==> src/rtl/dual_down_counter_pkg.sv <==
// dual_counter_pkg: shared types and constants for the dual up/down nibble counters
package dual_counter_pkg;
  localparam int NIBBLE_W = 4;
  localparam logic [NIBBLE_W-1:0] DIGIT_MAX = 4'hF;
  typedef enum logic {IDLE, RUN} state_t;
endpackage

==> src/rtl/dual_down_counter_if.sv <==
// dual_down_counter_if: load handshake, run controls and count/status view of the down-counter
interface dual_down_counter_if import dual_counter_pkg::*; ();
  logic                  load_valid;
  logic                  load_ready;
  logic [2*NIBBLE_W-1:0] load_value;
  logic                  en;
  logic                  auto_reload;
  logic                  abort;
  logic [NIBBLE_W-1:0]   count_lo;
  logic [NIBBLE_W-1:0]   count_hi;
  logic [2*NIBBLE_W-1:0] out;
  logic                  tc;
  logic                  busy;
  modport master (
    output load_valid, load_value, en, auto_reload, abort,
    input  load_ready, count_lo, count_hi, out, tc, busy
  );
  modport slave (
    input  load_valid, load_value, en, auto_reload, abort,
    output load_ready, count_lo, count_hi, out, tc, busy
  );
endinterface

==> src/rtl/dual_down_counter_cell.sv <==
// nibble_down_cell: one digit with synchronous load and decrement-on-borrow_in, wrapping 0 to DIGIT_MAX
module nibble_down_cell import dual_counter_pkg::*; (
  input  logic                clk,
  input  logic                rst_n,
  input  logic                load,
  input  logic [NIBBLE_W-1:0] load_val,
  input  logic                borrow_in,
  output logic [NIBBLE_W-1:0] digit,
  output logic                borrow_out
);
  assign borrow_out = borrow_in && digit == '0;
  always_ff @(posedge clk or negedge rst_n) begin
    if (!rst_n) digit <= '0;
    else if (load) digit <= load_val;
    else if (borrow_in) digit <= borrow_out ? DIGIT_MAX : digit - NIBBLE_W'(1);
  end
endmodule

==> src/rtl/dual_down_counter.sv <==
// dual_down_counter: loadable hi:lo down-counter with terminal-count pulse and optional auto-reload
module dual_down_counter import dual_counter_pkg::*; (
  input logic clk,
  input logic rst_n,
  dual_down_counter_if.slave bus
);
  state_t                state, state_nx;
  logic [2*NIBBLE_W-1:0] reload_reg, ld_val;
  logic                  ld, cap, dec, tc_d, zero, lo_borrow, hi_borrow;
  assign zero           = {bus.count_hi, bus.count_lo} == '0;
  assign bus.load_ready = state == IDLE;
  assign bus.busy       = state == RUN;
  // abort wins over terminal, which wins over decrement, so the count never wraps below zero
  always_comb begin
    state_nx = state;
    ld       = 1'b0;
    cap      = 1'b0;
    dec      = 1'b0;
    tc_d     = 1'b0;
    ld_val   = bus.load_value;
    if (state == IDLE) begin
      if (bus.load_valid) begin
        ld       = 1'b1;
        cap      = 1'b1;
        state_nx = RUN;
      end
    end else if (bus.abort) begin
      ld       = 1'b1;
      ld_val   = '0;
      state_nx = IDLE;
    end else if (bus.en && zero) begin
      tc_d     = 1'b1;
      ld       = bus.auto_reload;
      ld_val   = reload_reg;
      state_nx = bus.auto_reload ? RUN : IDLE;
    end else begin
      dec = bus.en;
    end
  end
  always_ff @(posedge clk or negedge rst_n) begin
    if (!rst_n) begin
      state      <= IDLE;
      reload_reg <= '0;
      bus.tc     <= 1'b0;
      bus.out    <= '0;
    end else begin
      state      <= state_nx;
      bus.tc     <= tc_d;
      bus.out    <= {bus.count_hi, bus.count_lo};
      if (cap) reload_reg <= bus.load_value;
    end
  end
  nibble_down_cell u_lo (
    .clk(clk), .rst_n(rst_n), .load(ld), .load_val(ld_val[NIBBLE_W-1:0]),
    .borrow_in(dec), .digit(bus.count_lo), .borrow_out(lo_borrow)
  );
  nibble_down_cell u_hi (
    .clk(clk), .rst_n(rst_n), .load(ld), .load_val(ld_val[2*NIBBLE_W-1:NIBBLE_W]),
    .borrow_in(lo_borrow), .digit(bus.count_hi), .borrow_out(hi_borrow)
  );
  logic unused_borrow;
  assign unused_borrow = hi_borrow;
endmodule

==> src/flat_wrapper.sv <==
// flat-port wrapper written by rule: the top's interface ports become plain ports
module dual_down_counter_flat import dual_counter_pkg::*;
  (clk, rst_n, bus_load_valid, bus_load_value, bus_en, bus_auto_reload, bus_abort, bus_load_ready, bus_count_lo, bus_count_hi, bus_out, bus_tc, bus_busy);
  dual_down_counter_if bus_i ();
  input logic clk;
  input logic rst_n;
  input wire logic [$bits(bus_i.load_valid)-1:0] bus_load_valid;
  input wire logic [$bits(bus_i.load_value)-1:0] bus_load_value;
  input wire logic [$bits(bus_i.en)-1:0] bus_en;
  input wire logic [$bits(bus_i.auto_reload)-1:0] bus_auto_reload;
  input wire logic [$bits(bus_i.abort)-1:0] bus_abort;
  output wire logic [$bits(bus_i.load_ready)-1:0] bus_load_ready;
  output wire logic [$bits(bus_i.count_lo)-1:0] bus_count_lo;
  output wire logic [$bits(bus_i.count_hi)-1:0] bus_count_hi;
  output wire logic [$bits(bus_i.out)-1:0] bus_out;
  output wire logic [$bits(bus_i.tc)-1:0] bus_tc;
  output wire logic [$bits(bus_i.busy)-1:0] bus_busy;
  assign bus_i.load_valid = bus_load_valid;
  assign bus_i.load_value = bus_load_value;
  assign bus_i.en = bus_en;
  assign bus_i.auto_reload = bus_auto_reload;
  assign bus_i.abort = bus_abort;
  assign bus_load_ready = bus_i.load_ready;
  assign bus_count_lo = bus_i.count_lo;
  assign bus_count_hi = bus_i.count_hi;
  assign bus_out = bus_i.out;
  assign bus_tc = bus_i.tc;
  assign bus_busy = bus_i.busy;
  dual_down_counter u_core (.clk(clk), .rst_n(rst_n), .bus(bus_i));
endmodule
==> config.mk <==
export PLATFORM = sky130hd
export DESIGN_NAME = dual_down_counter_flat
export DESIGN_NICKNAME = d
export VERILOG_FILES = /design/src/rtl/dual_down_counter_pkg.sv /design/src/rtl/dual_down_counter_if.sv /design/src/rtl/dual_down_counter_cell.sv /design/src/rtl/dual_down_counter.sv /design/src/flat_wrapper.sv
export SDC_FILE = /design/constraint.sdc
export NUM_CORES = 1
export LEC_CHECK = 0
export ABC_AREA = 0
export CELL_PAD_IN_SITES_DETAIL_PLACEMENT = 1
export CELL_PAD_IN_SITES_GLOBAL_PLACEMENT = 1
export CORE_MARGIN = 4
export CORE_UTILIZATION = 40
export DETAILED_ROUTE_END_ITERATION = 10
export GPL_TIMING_DRIVEN = 1
export PLACE_DENSITY_LB_ADDON = 0.1
export SYNTH_ARGS = -nofsm -noshare
export SYNTH_HDL_FRONTEND = slang
export SYNTH_SLANG_ARGS = --single-unit
export TNS_END_PERCENT = 5
==> constraint.sdc <==
create_clock -name clk -period 4.3 [get_ports clk]
set_input_delay 0.86 -clock clk [delete_from_list [all_inputs] [get_ports clk]]
set_output_delay 0.86 -clock clk [all_outputs]
set_load 0.05 [all_outputs]
==> flow_metrics.tcl <==
set metrics [dict create \
    status "finished clean" \
    syn-num-nets 123 \
    syn_inst 106 \
    die_x_um 64.85 \
    ant_nets 0 \
    rows 20 \
    use_met2_pct 26.44 \
    grt_pass1_wl_um 5188 \
    finalCritPeriodShare_pct 63.34 \
    period_needed_ns 2.724 \
    r2r_cells 7 \
    numPortBuffers 32 \
    hold_viol_final 0 \
    overflow 0 \
    pre_cts_slack_ns 1.678 \
    max-cap-violations 0 \
    tritoncts "built" \
    synthArstFlopShare_pct 100.0 \
    max_freq_mhz 367.2 \
    max_stage_delay_ns 0.80 \
    seq_area_frac_synth_pct 50.34 \
    timing.rr.end "u_core.u_hi.digit[3]" \
    cts_hold_buf 0 \
    synth_cell_types 39 \
    slew_violations 0 \
    die_h_um 64.85 \
    cp_cell_sequence "bufinv_8, clkdlybuf4s50_1" \
    synth_area_um2 1292 \
    finClkSkew_ns 0.01604 \
    power.leakage_uw 0.0007058 \
    grt_setup_unrepaired "no" \
    synth_area_per_cell_um2 12.19 \
    crit_path_end_kind "primary output" \
    crit_buf_inv 2 \
    cts.path.max_buffers 2 \
    fin_tns_setup_ns 0 \
    synth.area.top_cells "dfrtp_1, mux2_2, a2bb2oi_1" \
    synth_largest_area_cell "dfrtp_1" \
    peakVddDrop_mv 0.2211 \
    start_util_pct 41.99 \
    yosysMostFrequentCell "dfrtp_1" \
    dp_hpwl_um 2289 \
    wl_per_cell_um 16.34 \
    synth_edf_count 0 \
    cts_made_buffers 3 \
    critPathKind "reg -> out" \
    grt.met1_usage_pct 20.57 \
    viasPerCell 5.278 \
    clk_pin_slew_ns 0.16 \
    clock_sinks 26 \
    drc_errors 0 \
    p_per_area_nw_per_um2 538.4 \
    grt_pass1_vias 1052 \
    die_area_um2 4205 \
    ys.flop_type "dfrtp_1" \
    grt_use_total_pct 16.00 \
    worst_slew_pin_slew_ns 1.097 \
    grt_util_met3_pct 2.080 \
    pin_count 33 \
    required_ns 3.44 \
    clk_latency_ns 0.34 \
    arrival_ns 1.86 \
    ctsResizeCount 0 \
    antenna_found_initial 0 \
    crit_slowest_cell "clkdlybuf4s50_1" \
    grt_max_degree 26 \
    synth_common_cells "dfrtp_1, mux2_2" \
    slew_headroom_pct 26.63 \
    nNetsFinal 161 \
    diodes 0 \
    ys_ff_latch 26 \
    finalWorstSetupSlack_ns 1.576 \
    rrSetupSlack_ns 2.13 \
    holdPathStages 0 \
    drt-total-wl_um 3056 \
    final-setup-viol-count 0 \
    top_usage_layer "met2" \
    synth_top_area_share_pct 50.34 \
    drive_gt1_share_pct 15.38 \
    cp_max_fo 8 \
    postCtsSetupBuffers 0 \
    area_delta_synth_final_pct 33.98 \
    hold_path.class "reg -> reg" \
    core_um2 3078 \
    gp_congestion 0.8956 \
    hold_start "u_core.u_hi.digit[0]" \
    r2r_start "u_core.u_hi.digit[0]" \
    vias 987 \
    htreeDepth 1 \
    firstDrtPassIters 4 \
    crit_family "buffers and inverters" \
    synth_warnings 0 \
    drt_iter0_markers 28 \
    start_kind "register" \
    min_to "u_core.bus.out[4]" \
    root_buffer "clkbuf_4" \
]
[placed cells by master, fill, tap and decap left out, types with 2 or more instances in the layout]
| master | instances |
|---|---|
| a21oi_1 | 5 |
| nand2_1 | 2 |
| dfrtp_1 | 26 |
| a2bb2oi_1 | 5 |
| mux2i_1 | 4 |
| buf_4 | 2 |
| nand3_1 | 3 |
| a21o_1 | 2 |
| nor3b_2 | 2 |
| clkdlybuf4s50_1 | 32 |
| nor3_1 | 5 |
| ha_1 | 3 |
| o221ai_1 | 2 |
| xnor2_1 | 2 |
| clkbuf_4 | 3 |
| nor2_1 | 4 |
| inv_1 | 5 |
| mux2_2 | 8 |
| a22oi_1 | 4 |
| nor2b_1 | 2 |
[through the flow]
stage	hold slack (ns)	cells	util [%]	area, um2	total power (uW)
after floorplan	0.4805	106	-	1292	622.2
after global placement	0.4156	183	54.55	1679	756.7
after detailed placement	0.4364	183	54.55	1679	765.5
after CTS	0.4751	187	56.26	1732	942.4
after global routing	0.4940	187	56.26	1732	983.0
final	0.4725	187	56.26	1732	932.4
[layout make-up]
| type | instances | area, um2 |
|---|---|---|
| clock buffers | 3 | 22.52 |
| multi-input cells | 73 | 601.8 |
| repair buffers | 34 | 335.3 |
| clock inverters | 1 | 30.03 |
| well taps | 44 | 55.05 |
| fillers | 343 | 1346 |
| inverters | 6 | 36.28 |
| flip-flops and latches | 26 | 650.6 |
[worst max path at each step]
| stage | start | end | slack (ns) | cells past startpoint |
|---|---|---|---|---|
| 2_1_floorplan | u_core.u_hi.digit[0] | u_core.u_hi.digit[3] | 2.17 | 7 |
| 3_3_place_gp | bus_en | u_core.u_hi.digit[3] | 1.69 | 6 |
| 3_5_place_dp | bus_abort | u_core.u_hi.digit[3] | 1.68 | 6 |
| 4_1_cts | u_core.bus.busy | bus_load_ready | 1.55 | 2 |
| 5_1_grt | u_core.bus.busy | bus_load_ready | 1.49 | 2 |
| 6_report | u_core.bus.busy | bus_load_ready | 1.58 | 2 |
[power breakdown]
group	internal, uW	switching, uW	leakage [uW]
Combinational	159	249	0.000363
Sequential	300	51.7	0.000315
Clock	94.5	78.2	0.0000279
[routing by layer]
layer / vias up / routed length [um]
met2: 28 / 1455
met4: 0 / 57
met1: 481 / 1408
met5: - / 0
li1: 473 / -
met3: 5 / 136
[worst reg2reg max path: stages, from the launching register on]
cell and delay, ns:
dfrtp_1 0.45, inv_1 0.13, ha_1 0.18, or3b_4 0.40, nor3_4 0.36, mux2i_1 0.31
o32a_1 0.21, nor2_2 0.03
[cells by family (layout without fill, tap and decap cells)]
group                      Yosys count  count (layout)  synth area share [%]
and+or+nand+nor                     28              28                 15.68
AOI/OAI and AO/OA                   27              27                 15.88
DFF                                 26              26                 50.34
muxes                               12              12                 10.07
buffers and inverters                7              44                 3.098
adders and majority gates            3               3                 2.904
xor gates and xnor gates             3               3                 2.033
No activity file was read; power rests on OpenSTA's default activity.
